$ cat config.mk
export PLATFORM = sky130hd
export DESIGN_NAME = uart_tx_sched
export DESIGN_NICKNAME = d
export VERILOG_FILES = /design/src/rtl/uart_tx_sched.sv
export SDC_FILE = /design/constraint.sdc
export NUM_CORES = 1
export LEC_CHECK = 0
export BUFFER_PORTS_ARGS = -buffer_cell sky130_fd_sc_hd__buf_2
export CAP_MARGIN = 10
export CORE_MARGIN = 5
export CORE_UTILIZATION = 45
export DETAILED_ROUTE_END_ITERATION = 6
export PLACE_DENSITY = 0.77
export SYNTH_ARGS = -nofsm -noshare
export SYNTH_HDL_FRONTEND = slang
export SYNTH_SLANG_ARGS = --single-unit
$ cat constraint.sdc
create_clock -name clk -period 1.95 [get_ports clk]
set_input_delay 0.0975 -clock clk [delete_from_list [all_inputs] [get_ports clk]]
set_output_delay 0.0975 -clock clk [all_outputs]
set_load 0.005 [all_outputs]
$ cat src/rtl/uart_tx_sched.sv
// uart_tx_sched
// Arbitrates two byte requesters onto a UART register block. For each granted
// byte it programs CFG (only when the line settings changed or are unknown),
// writes TX_DATA, kicks CTRL, then polls STATUS.tx_done until it sees a fresh
// completion (a 0 followed by a 1), or gives up after TMO_MAX status reads.
//
// Ports
//   clk, rst_n                  clock, synchronous active-low reset
//   reqN_valid/reqN_data/reqN_ready  byte requesters 0 and 1 (ready is combinational)
//   cfg[4:0]                    {parity_type, parity_en, stop_bit_num, data_bit_num[1:0]}
//   waddr/wdata/wr_en/wack      register write master
//   raddr/rd_en/rack/rdata      register read master (rdata sampled the cycle after rd_en)
//   busy                        frame in progress
//   done/done_id                one-cycle completion pulse and owning requester
//   tmo_err                     one-cycle poll-timeout pulse (done_id valid with it)
module uart_tx_sched #(
    parameter int              TMO_W   = 16,
    parameter logic [TMO_W-1:0] TMO_MAX = 16'hFFFF
) (
    input  logic        clk,
    input  logic        rst_n,
    input  logic        req0_valid,
    input  logic        req1_valid,
    input  logic [7:0]  req0_data,
    input  logic [7:0]  req1_data,
    output logic        req0_ready,
    output logic        req1_ready,
    input  logic [4:0]  cfg,
    output logic [11:0] waddr,
    output logic [31:0] wdata,
    output logic        wr_en,
    input  logic        wack,
    output logic [11:0] raddr,
    output logic        rd_en,
    input  logic        rack,
    input  logic [31:0] rdata,
    output logic        busy,
    output logic        done,
    output logic        done_id,
    output logic        tmo_err
);

    localparam logic [11:0] ADDR_TX_DATA = 12'h000;
    localparam logic [11:0] ADDR_CFG     = 12'h008;
    localparam logic [11:0] ADDR_CTRL    = 12'h00C;
    localparam logic [11:0] ADDR_STATUS  = 12'h010;

    typedef enum logic [3:0] {
        IDLE   = 4'd0,
        WR_CFG = 4'd1,
        WT_CFG = 4'd2,
        WR_DAT = 4'd3,
        WT_DAT = 4'd4,
        WR_CTL = 4'd5,
        WT_CTL = 4'd6,
        RD_LO  = 4'd7,
        CK_LO  = 4'd8,
        RD_HI  = 4'd9,
        CK_HI  = 4'd10
    } state_t;

    state_t           state;
    logic             last_grant;
    logic [7:0]       tx_byte;
    logic             frame_id;
    logic [4:0]       frame_cfg;
    logic [4:0]       cfg_copy;
    logic             cfg_valid;
    logic [TMO_W-1:0] poll_cnt;

    // The read handshake is fire-and-forget; only tx_done matters in rdata.
    logic unused_inputs;
    assign unused_inputs = rack ^ (^rdata[31:1]);

    // Round-robin grant, offered only in IDLE and never while reset is held.
    always_comb begin
        req0_ready = 1'b0;
        req1_ready = 1'b0;
        if (rst_n && (state == IDLE)) begin
            // On contention the requester that did not win last time goes first.
            if (req0_valid && (!req1_valid || (last_grant == 1'b1))) begin
                req0_ready = 1'b1;
            end else begin
                req0_ready = 1'b0;
            end
            if (req1_valid && (!req0_valid || (last_grant == 1'b0))) begin
                req1_ready = 1'b1;
            end else begin
                req1_ready = 1'b0;
            end
        end else begin
            req0_ready = 1'b0;
            req1_ready = 1'b0;
        end
    end

    // Frame sequencer: state, bus master outputs, cfg cache and poll counter.
    always_ff @(posedge clk) begin
        if (!rst_n) begin
            state      <= IDLE;
            last_grant <= 1'b1;
            tx_byte    <= 8'h00;
            frame_id   <= 1'b0;
            frame_cfg  <= 5'h00;
            cfg_copy   <= 5'h00;
            cfg_valid  <= 1'b0;
            poll_cnt   <= {TMO_W{1'b0}};
            waddr      <= 12'h000;
            wdata      <= 32'h0000_0000;
            wr_en      <= 1'b0;
            raddr      <= 12'h000;
            rd_en      <= 1'b0;
            busy       <= 1'b0;
            done       <= 1'b0;
            done_id    <= 1'b0;
            tmo_err    <= 1'b0;
        end else begin
            done    <= 1'b0;
            tmo_err <= 1'b0;
            case (state)
                IDLE: begin
                    if (req0_ready || req1_ready) begin
                        tx_byte    <= req1_ready ? req1_data : req0_data;
                        frame_id   <= req1_ready;
                        last_grant <= req1_ready;
                        frame_cfg  <= cfg;
                        busy       <= 1'b1;
                        wr_en      <= 1'b1;
                        if (!cfg_valid || (cfg != cfg_copy)) begin
                            state <= WR_CFG;
                            waddr <= ADDR_CFG;
                            wdata <= {27'd0, cfg};
                        end else begin
                            state <= WR_DAT;
                            waddr <= ADDR_TX_DATA;
                            wdata <= {24'd0, (req1_ready ? req1_data : req0_data)};
                        end
                    end else begin
                        state <= IDLE;
                    end
                end
                WR_CFG: begin
                    wr_en <= 1'b0;
                    state <= WT_CFG;
                end
                WT_CFG: begin
                    if (wack) begin
                        cfg_copy  <= frame_cfg;
                        cfg_valid <= 1'b1;
                        wr_en     <= 1'b1;
                        waddr     <= ADDR_TX_DATA;
                        wdata     <= {24'd0, tx_byte};
                        state     <= WR_DAT;
                    end else begin
                        state <= WT_CFG;
                    end
                end
                WR_DAT: begin
                    wr_en <= 1'b0;
                    state <= WT_DAT;
                end
                WT_DAT: begin
                    if (wack) begin
                        wr_en <= 1'b1;
                        waddr <= ADDR_CTRL;
                        wdata <= 32'h0000_0001;
                        state <= WR_CTL;
                    end else begin
                        state <= WT_DAT;
                    end
                end
                WR_CTL: begin
                    wr_en <= 1'b0;
                    state <= WT_CTL;
                end
                WT_CTL: begin
                    if (wack) begin
                        rd_en    <= 1'b1;
                        raddr    <= ADDR_STATUS;
                        poll_cnt <= {TMO_W{1'b0}};
                        state    <= RD_LO;
                    end else begin
                        state <= WT_CTL;
                    end
                end
                RD_LO, RD_HI: begin
                    rd_en <= 1'b0;
                    if (poll_cnt != {TMO_W{1'b1}}) begin
                        poll_cnt <= poll_cnt + {{(TMO_W-1){1'b0}}, 1'b1};
                    end else begin
                        poll_cnt <= poll_cnt;
                    end
                    state <= (state == RD_LO) ? CK_LO : CK_HI;
                end
                CK_LO: begin
                    // Timeout is judged before the status bit, so the read
                    // budget is a hard cap on STATUS reads per frame.
                    if (poll_cnt >= TMO_MAX) begin
                        tmo_err   <= 1'b1;
                        done_id   <= frame_id;
                        cfg_valid <= 1'b0;
                        busy      <= 1'b0;
                        state     <= IDLE;
                    end else if (rdata[0]) begin
                        // tx_done still set from an earlier frame: keep waiting for it to clear.
                        rd_en <= 1'b1;
                        state <= RD_LO;
                    end else begin
                        rd_en <= 1'b1;
                        state <= RD_HI;
                    end
                end
                CK_HI: begin
                    if (poll_cnt >= TMO_MAX) begin
                        tmo_err   <= 1'b1;
                        done_id   <= frame_id;
                        cfg_valid <= 1'b0;
                        busy      <= 1'b0;
                        state     <= IDLE;
                    end else if (rdata[0]) begin
                        done    <= 1'b1;
                        done_id <= frame_id;
                        busy    <= 1'b0;
                        state   <= IDLE;
                    end else begin
                        rd_en <= 1'b1;
                        state <= RD_HI;
                    end
                end
                default: begin
                    wr_en <= 1'b0;
                    rd_en <= 1'b0;
                    busy  <= 1'b0;
                    state <= IDLE;
                end
            endcase
        end
    end

endmodule

==> results of run 1 <==
==> per-stage QoR <==
stage | hold slack, ns | instance area (um2)
global route | 0.0712 | 3870
detailed placement | 0.410 | 3620
finish | 0.0642 | 3870
floorplan | 0.245 | 3520
global placement | 0.401 | 3620
CTS | 0.0493 | 3860
==> layer usage <==
metal | global-route usage | part of all wire
met3 | 0.0493 | 0.084
met5 | 0 | 0
met4 | 0.0514 | 0.0081
met2 | 0.266 | 0.49
met1 | 0.205 | 0.41
==> how the worst min path moves through the flow <==
stage	start	end	slack, ns	depth (start not counted)
2_1_floorplan	cfg[0]	frame_cfg[0]$_SDFFE_PN0N_	0.24	2
3_3_place_gp	cfg[3]	frame_cfg[3]$_SDFFE_PN0N_	0.40	3
3_5_place_dp	cfg[1]	frame_cfg[1]$_SDFFE_PN0N_	0.41	3
4_1_cts	cfg[1]	frame_cfg[1]$_SDFFE_PN0N_	0.05	3
5_1_grt	cfg[3]	frame_cfg[3]$_SDFFE_PN0N_	0.07	3
6_report	cfg[1]	frame_cfg[1]$_SDFFE_PN0N_	0.06	3
==> kinds of logic after synthesis <==
logic type                 share of synthesized area
and+or+nand+nor                                0.211
AOI/OAI and AO/OA                              0.172
buffers and inverters                          0.150
DFF                                            0.346
muxes                                         0.0739
xor gates and xnor gates                      0.0392
adders and majority gates                    0.00672
other                                        0.00112
==> layout make-up <==
class / instances / area (um2)
clock buffers: 11 / 151
clock inverters: 5 / 52.6
inverters: 11 / 41.3
repair buffers: 74 / 459
flip-flops and latches: 58 / 1160
multi-input cells: 303 / 1880
fillers: 679 / 3380
well taps: 99 / 124
==> report_power, final <==
group,switching [uW],leakage [uW],internal (uW)
combinational,287,0.00106,230
sequential,37.5,0.000473,1250
clock,467,0.000105,652
==> critical path: stages, from the launching register on <==
cell and delay [ns]:
dfxtp_2 0.34, buf_4 0.16, or4_4 0.52, buf_6 0.16, a211oi_4 0.17, buf_2 0.15
==> state kept, by name (all words and copies together) (netlist names), 2 cells and up <==
| signal | cells |
|---|---|
| poll_cnt | 16 |
| tx_byte | 8 |
| wdata | 8 |
| cfg_copy | 5 |
| frame_cfg | 5 |
| state | 4 |
| waddr | 2 |
==> placed cells by master (no fill, tap or decap), types with 3 or more instances in the layout <==
cell / netlist / routed
nand2_1: 36 / 36
nor3b_1: 3 / 3
nor2_1: 25 / 25
mux2_4: 3 / 3
clkbuf_8: 0 / 11
mux2i_1: 9 / 9
nand4_1: 9 / 9
nand3_1: 16 / 16
o211a_1: 6 / 6
o32a_1: 4 / 4
xnor2_1: 12 / 12
o21ai_1: 3 / 3
conb_1: 1 / 45
dfxtp_1: 58 / 57
inv_1: 11 / 11
buf_2: 4 / 45
mux2_2: 10 / 10
xor2_1: 3 / 3
nand2b_1: 5 / 5
a21oi_1: 37 / 37
and2_1: 5 / 5
clkinv_2: 0 / 3
nor3_1: 7 / 7
buf_4: 45 / 27
o21ai_0: 19 / 19
==> what timing repair did <==
item,CTS,global route
gates resized for setup,5,2
pin swaps,1,0
buffers inserted,2,0
setup endpoints to repair,1,6
hold buffers,0,0
endpoints found under the hold margin,0,0
==> reports/qor.txt, run 1 <==
Status - finished, final reports clean
Non-Filler Instances - 561
Final worst setup slack - 0.0254 ns
Final Max Slew Viols - 0
Final wirelength - 7.74 mm
Final min period - 1.92 ns
Post-synthesis sequential area ratio - 0.346
End point of the critical path - req0_ready
Via density - 5.25
Die Height - 96.3 um
Initial core utilization - 0.462
WP data arrival - 1.83 ns
Worst EP required - 1.85 ns
CTS tree - built
Max Clock Skew - 0.00920 ns
GRT Total Usage - 0.163
Count of input and output buffers - 45
Netlist area before placement - 3350 um2
Proportion of layout cells with a drive suffix above 1 - 0.260
Total negative slack - 0 ns
Global-route wire length before repair - 11.9 mm
# setup viols final - 0
Crit path launch - state[1]$_SDFF_PN0_
R2R depth - 5
Register bit total from synthesis - 58
Post-synth top area share - 0.346
Period utilisation layout - 0.987
Mean area per synthesized cell - 8.44 um2
Commonest cells post-synth - dfxtp_1 (58), buf_4 (45), a21oi_1 (37)
Worst R2R End - wdata[1]$_SDFFE_PN0P_
Synth area leaders - dfxtp_1 (35%), buf_4 (10%), a21oi_1 (5.5%)
Final ANT Viol Nets - 0
Worst setup EP type - output pin
Vias in the first global route - 2642
Clock Sinks - 58
Worst-margin pin slew - 0.743 ns
Skew-Pair Late Insertion Delay - 0.34 ns
Number of distinct library cells after synthesis - 59
RSZ-0062 raised after global routing - yes
Final net count - 517
H-tree levels - 3
Pre-antenna DRT Iters - 4
Mapped Cells - 397
HPWL after DPL - 5.68 mm
Final core utilization - 0.534
# diodes - 0
CTS buffer count - 9
DRC - 0
Critical-path maximum fanout - 6
Count of final hold-check violations - 0
Relative slew margins - 0.504
Wire length per cell - 13.8 um
Main synth FF type - dfxtp_1
Pre-CTS setup slack - 0.0285 ns
Placed cells - 543
Fmax - 520 MHz
Power per cell area - 755 nW/um2
Top-count cell post-synth - dfxtp_1
GRT overflow - 0
Peak supply drop - 0.437 mV
Initial drt markers - 265
Number of synthesized flops with an enable pin - 0
HP Class - in -> reg
Max-capacitance violation count - 0
Clock slew seen by the registers of the worst setup and hold paths - 0.07 ns
RR Startpoint - state[0]$_SDFF_PN0_
Critical path start-end classification - reg -> out
Ys Warns - 0
Leakage - 0.00164 uW
Buffer depth of the longest clock path - 2
Power Total - 2930 uW
Dominant cell type by area after synthesis - dfxtp_1
Largest net degree at the start of global routing - 25
Core area - 7250 um2
Die Footprint - 9270 um2
# rows - 31
Total number of vias - 2943
Initial antenna violation count - 0
I/O pins - 123
Die width - 96.3 um
Synth-to-Final Area Change - 15.6%
CTS Root Cell - clkbuf_8
FFs w/ async S/R, synth - 0
Startpoint types - flip-flop
Gpl congestion - 0.852
R2r setup slk - 0.05 ns
Power figures use the tool's default switching activity.
==> run 2, diff against run 1 <==
Settings changed: ABC_AREA set to 1.
Clock period 1.95 ns to 1.54 ns, I/O delays scaled along.
==> reports/qor.txt, run 2 <==
DRC - 0
Main synth FF type - dfxtp_1
CTS tree - built
Initial core utilization - 0.461
Largest register FFs - 16
Final min period - 1.49 ns
Clock slew seen by the registers of the worst setup and hold paths - 0.08 ns
Register bit total from synthesis - 58
Max Clock Skew - 0.0111 ns
CTS buffer count - 9
Post-synth top area share - 0.349
Initial drt markers - 202
Final ANT Viol Nets - 0
Worst R2R End - cfg_valid$_SDFFE_PN0P_
Sequential share of power - 0.405
Critical path, cell by cell - ha_4 -> nand2_1 -> nor3_2 -> nand3_1 -> nor2_1 -> nand3_2 -> a21boi_1 -> nor2_1
Post-Synth Adder-Cell Area - 0.00376
Vias in the first global route - 3196
XOR/XNOR Fraction of Synth Area - 0.00527
Biggest register - poll_cnt
Placed cells - 667
Critical-path maximum fanout - 3
GRT overflow - 0
Crit path launch - poll_cnt[0]$_SDFFE_PN0P_
Startpoint types - flip-flop
FFs w/ async S/R, synth - 0
Combinational share of power - 0.155
Critical Path Max Stage Delay - 0.36 ns
Power per cell area - 996 nW/um2
# setup viols final - 0
Peak supply drop - 0.656 mV
R2R depth - 8
Met3 Use GR - 0.0500
Skew-Pair Late Insertion Delay - 0.35 ns
GRT Total Usage - 0.188
RSZ-0062 raised after global routing - yes
Largest regs - poll_cnt (16), tx_byte (8), wdata (8)
Dominant cell type by area after synthesis - dfxtp_1
Pre-antenna DRT Iters - 4
Synth area leaders - dfxtp_1 (35%), nand2_1 (15%), buf_4 (10%)
Power Total - 4120 uW
Synth-to-Final Area Change - 24.3%
Worst EP required - 1.78 ns
Mapped Cells - 502
Fin area - 4130 um2
Total negative slack - 0 ns
Netlist area before placement - 3320 um2
RR Startpoint - poll_cnt[0]$_SDFFE_PN0P_
HP Class - in -> reg
Number of synthesized flops with an enable pin - 0
R2r setup slk - 0.05 ns
Total number of vias - 3402
Buffer depth of the longest clock path - 2
P_sw - 1170 uW
Compound-cell area share of the yosys netlist - 0.153
Hold-fix buffers, CTS - 0
Wire length per cell - 13.0 um
Final Max Slew Viols - 0
Simple-Gate Fraction of Synth Area - 0.301
Proportion of layout cells with a drive suffix above 1 - 0.262
Die width - 96.0 um
WP data arrival - 1.73 ns
Post-synthesis mux area share - 0
Global-route wire length before repair - 13.9 mm
Initial antenna violation count - 0
HPWL after DPL - 6.06 mm
Max-capacitance violation count - 0
# diodes - 0
Leakage - 0.00199 uW
Critical path start-end classification - reg -> reg
Largest net degree at the start of global routing - 37
Die Footprint - 9210 um2
Fmax - 670 MHz
Worst hold slack - 0.00513 ns
Die Height - 96.0 um
Count of final hold-check violations - 0
Global routing's busiest layer - met2
M2 GR Usage - 0.327
Worst setup EP type - flip-flop
Hold Path Cell Cnt - 3
Via density - 4.96
CP most frequent cell - nor2_1
Clock Sinks - 58
Count of input and output buffers - 45
Final net count - 642
Mean area per synthesized cell - 6.62 um2
Gpl congestion - 0.927
Placed Area - 3710 um2
Status - finished, final reports clean
Highest-count cells in the layout ignoring fill and taps - nand2_1 (128), dfxtp_1 (46), a21oi_1 (45), conb_1 (45), buf_2 (45)
Number of distinct library cells after synthesis - 37
Fill cells - 681
Post-synthesis sequential area ratio - 0.349
Commonest cells post-synth - nand2_1 (131), dfxtp_1 (58), buf_4 (46)
Core area - 7210 um2
Largest family of logic cells by synthesized area - simple AND/OR/NAND/NOR gates
Ys Warns - 0
# rows - 31
Top-count cell post-synth - nand2_1
End point of the critical path - cfg_valid$_SDFFE_PN0P_
I/O pins - 123
H-tree levels - 3
Period utilisation layout - 0.969
Switching share of power - 0.284
CTS Root Cell - clkbuf_8
Cell Int Power - 2950 uW
Non-Filler Instances - 686
GR Util met1 - 0.223
Commonest non-fill, non-tap cell in the layout - nand2_1
Critical path's slowest cell - dfxtp_2
Clock group share of total power - 0.440
Final wirelength - 8.90 mm
==> run 2: cells by family (layout without fill, tap and decap cells) <==
group	after synthesis	in the layout
flops	58	58
fa+ha+maj	1	1
xor+xnor	2	2
other cells	1	45
buf+inv	112	152
simple gates	232	233
compound gates	96	96
==> run 2: critical path, delay by kind of cell, from the launching register on <==
family | cells | cell delay (ns)
and+or+nand+nor | 6 | 0.74
DFF | 1 | 0.36
adders and majority gates | 1 | 0.15
AOI/OAI and AO/OA | 1 | 0.15
==> run 2: per-layer routing <==
| metal | wire (um) | vias to the layer above |
|---|---|---|
| met5 | 0 | - |
| met4 | 168 | 0 |
| met3 | 651 | 21 |
| met2 | 4380 | 140 |
| met1 | 3700 | 1545 |
| li1 | - | 1696 |
==> run 2: through the flow <==
| step | setup slack (ns) | utilization |
|---|---|---|
| after floorplan | 0.0566 | - |
| after global placement | -0.00199 | 0.514 |
| after detailed placement | -0.0447 | 0.514 |
| after CTS | 0.000390 | 0.555 |
| after global routing | -0.0640 | 0.573 |
| final | 0.0482 | 0.573 |
==> run 2: timing repair <==
item                                    CTS  global route
cloned                                    1             0
endpoints found under the setup margin   26            48
gates resized for setup                   9            42
buffers inserted                          2             0
pin swaps                                 4             5
==> run 2: power groups by stage <==
stage | clock network, uW | logic (uW) | registers [uW]
final | 1810 | 637 | 1670
after global routing | 1880 | 724 | 1680
after CTS | 1810 | 608 | 1670
after detailed placement | 0 | 600 | 1700
after global placement | 0 | 585 | 1690
after floorplan | 0 | 459 | 1690
==> run 2: final cells by class <==
cell class	count	area [um2]	share of cell area
repair buffers	82	532	0.129
clock inverters	7	124	0.0300
well taps	99	124	0.0300
inverters	54	208	0.0503
clock buffers	9	124	0.0300
multi-input cells	377	1840	0.445
flip-flops and latches	58	1180	0.286
==> run 2: worst min path at each step <==
stage                 startpoint                 endpoint  slack, ns
global route        req0_data[3]  tx_byte[3]$_SDFFE_PN0N_       0.01
finish              req1_data[5]  tx_byte[5]$_SDFFE_PN0N_      0.005
detailed placement  req1_data[5]  tx_byte[5]$_SDFFE_PN0N_       0.37
CTS                 req1_data[5]  tx_byte[5]$_SDFFE_PN0N_      0.009
floorplan               rdata[0]          done$_SDFF_PP0_       0.22
global placement    req1_data[5]  tx_byte[5]$_SDFFE_PN0N_       0.36
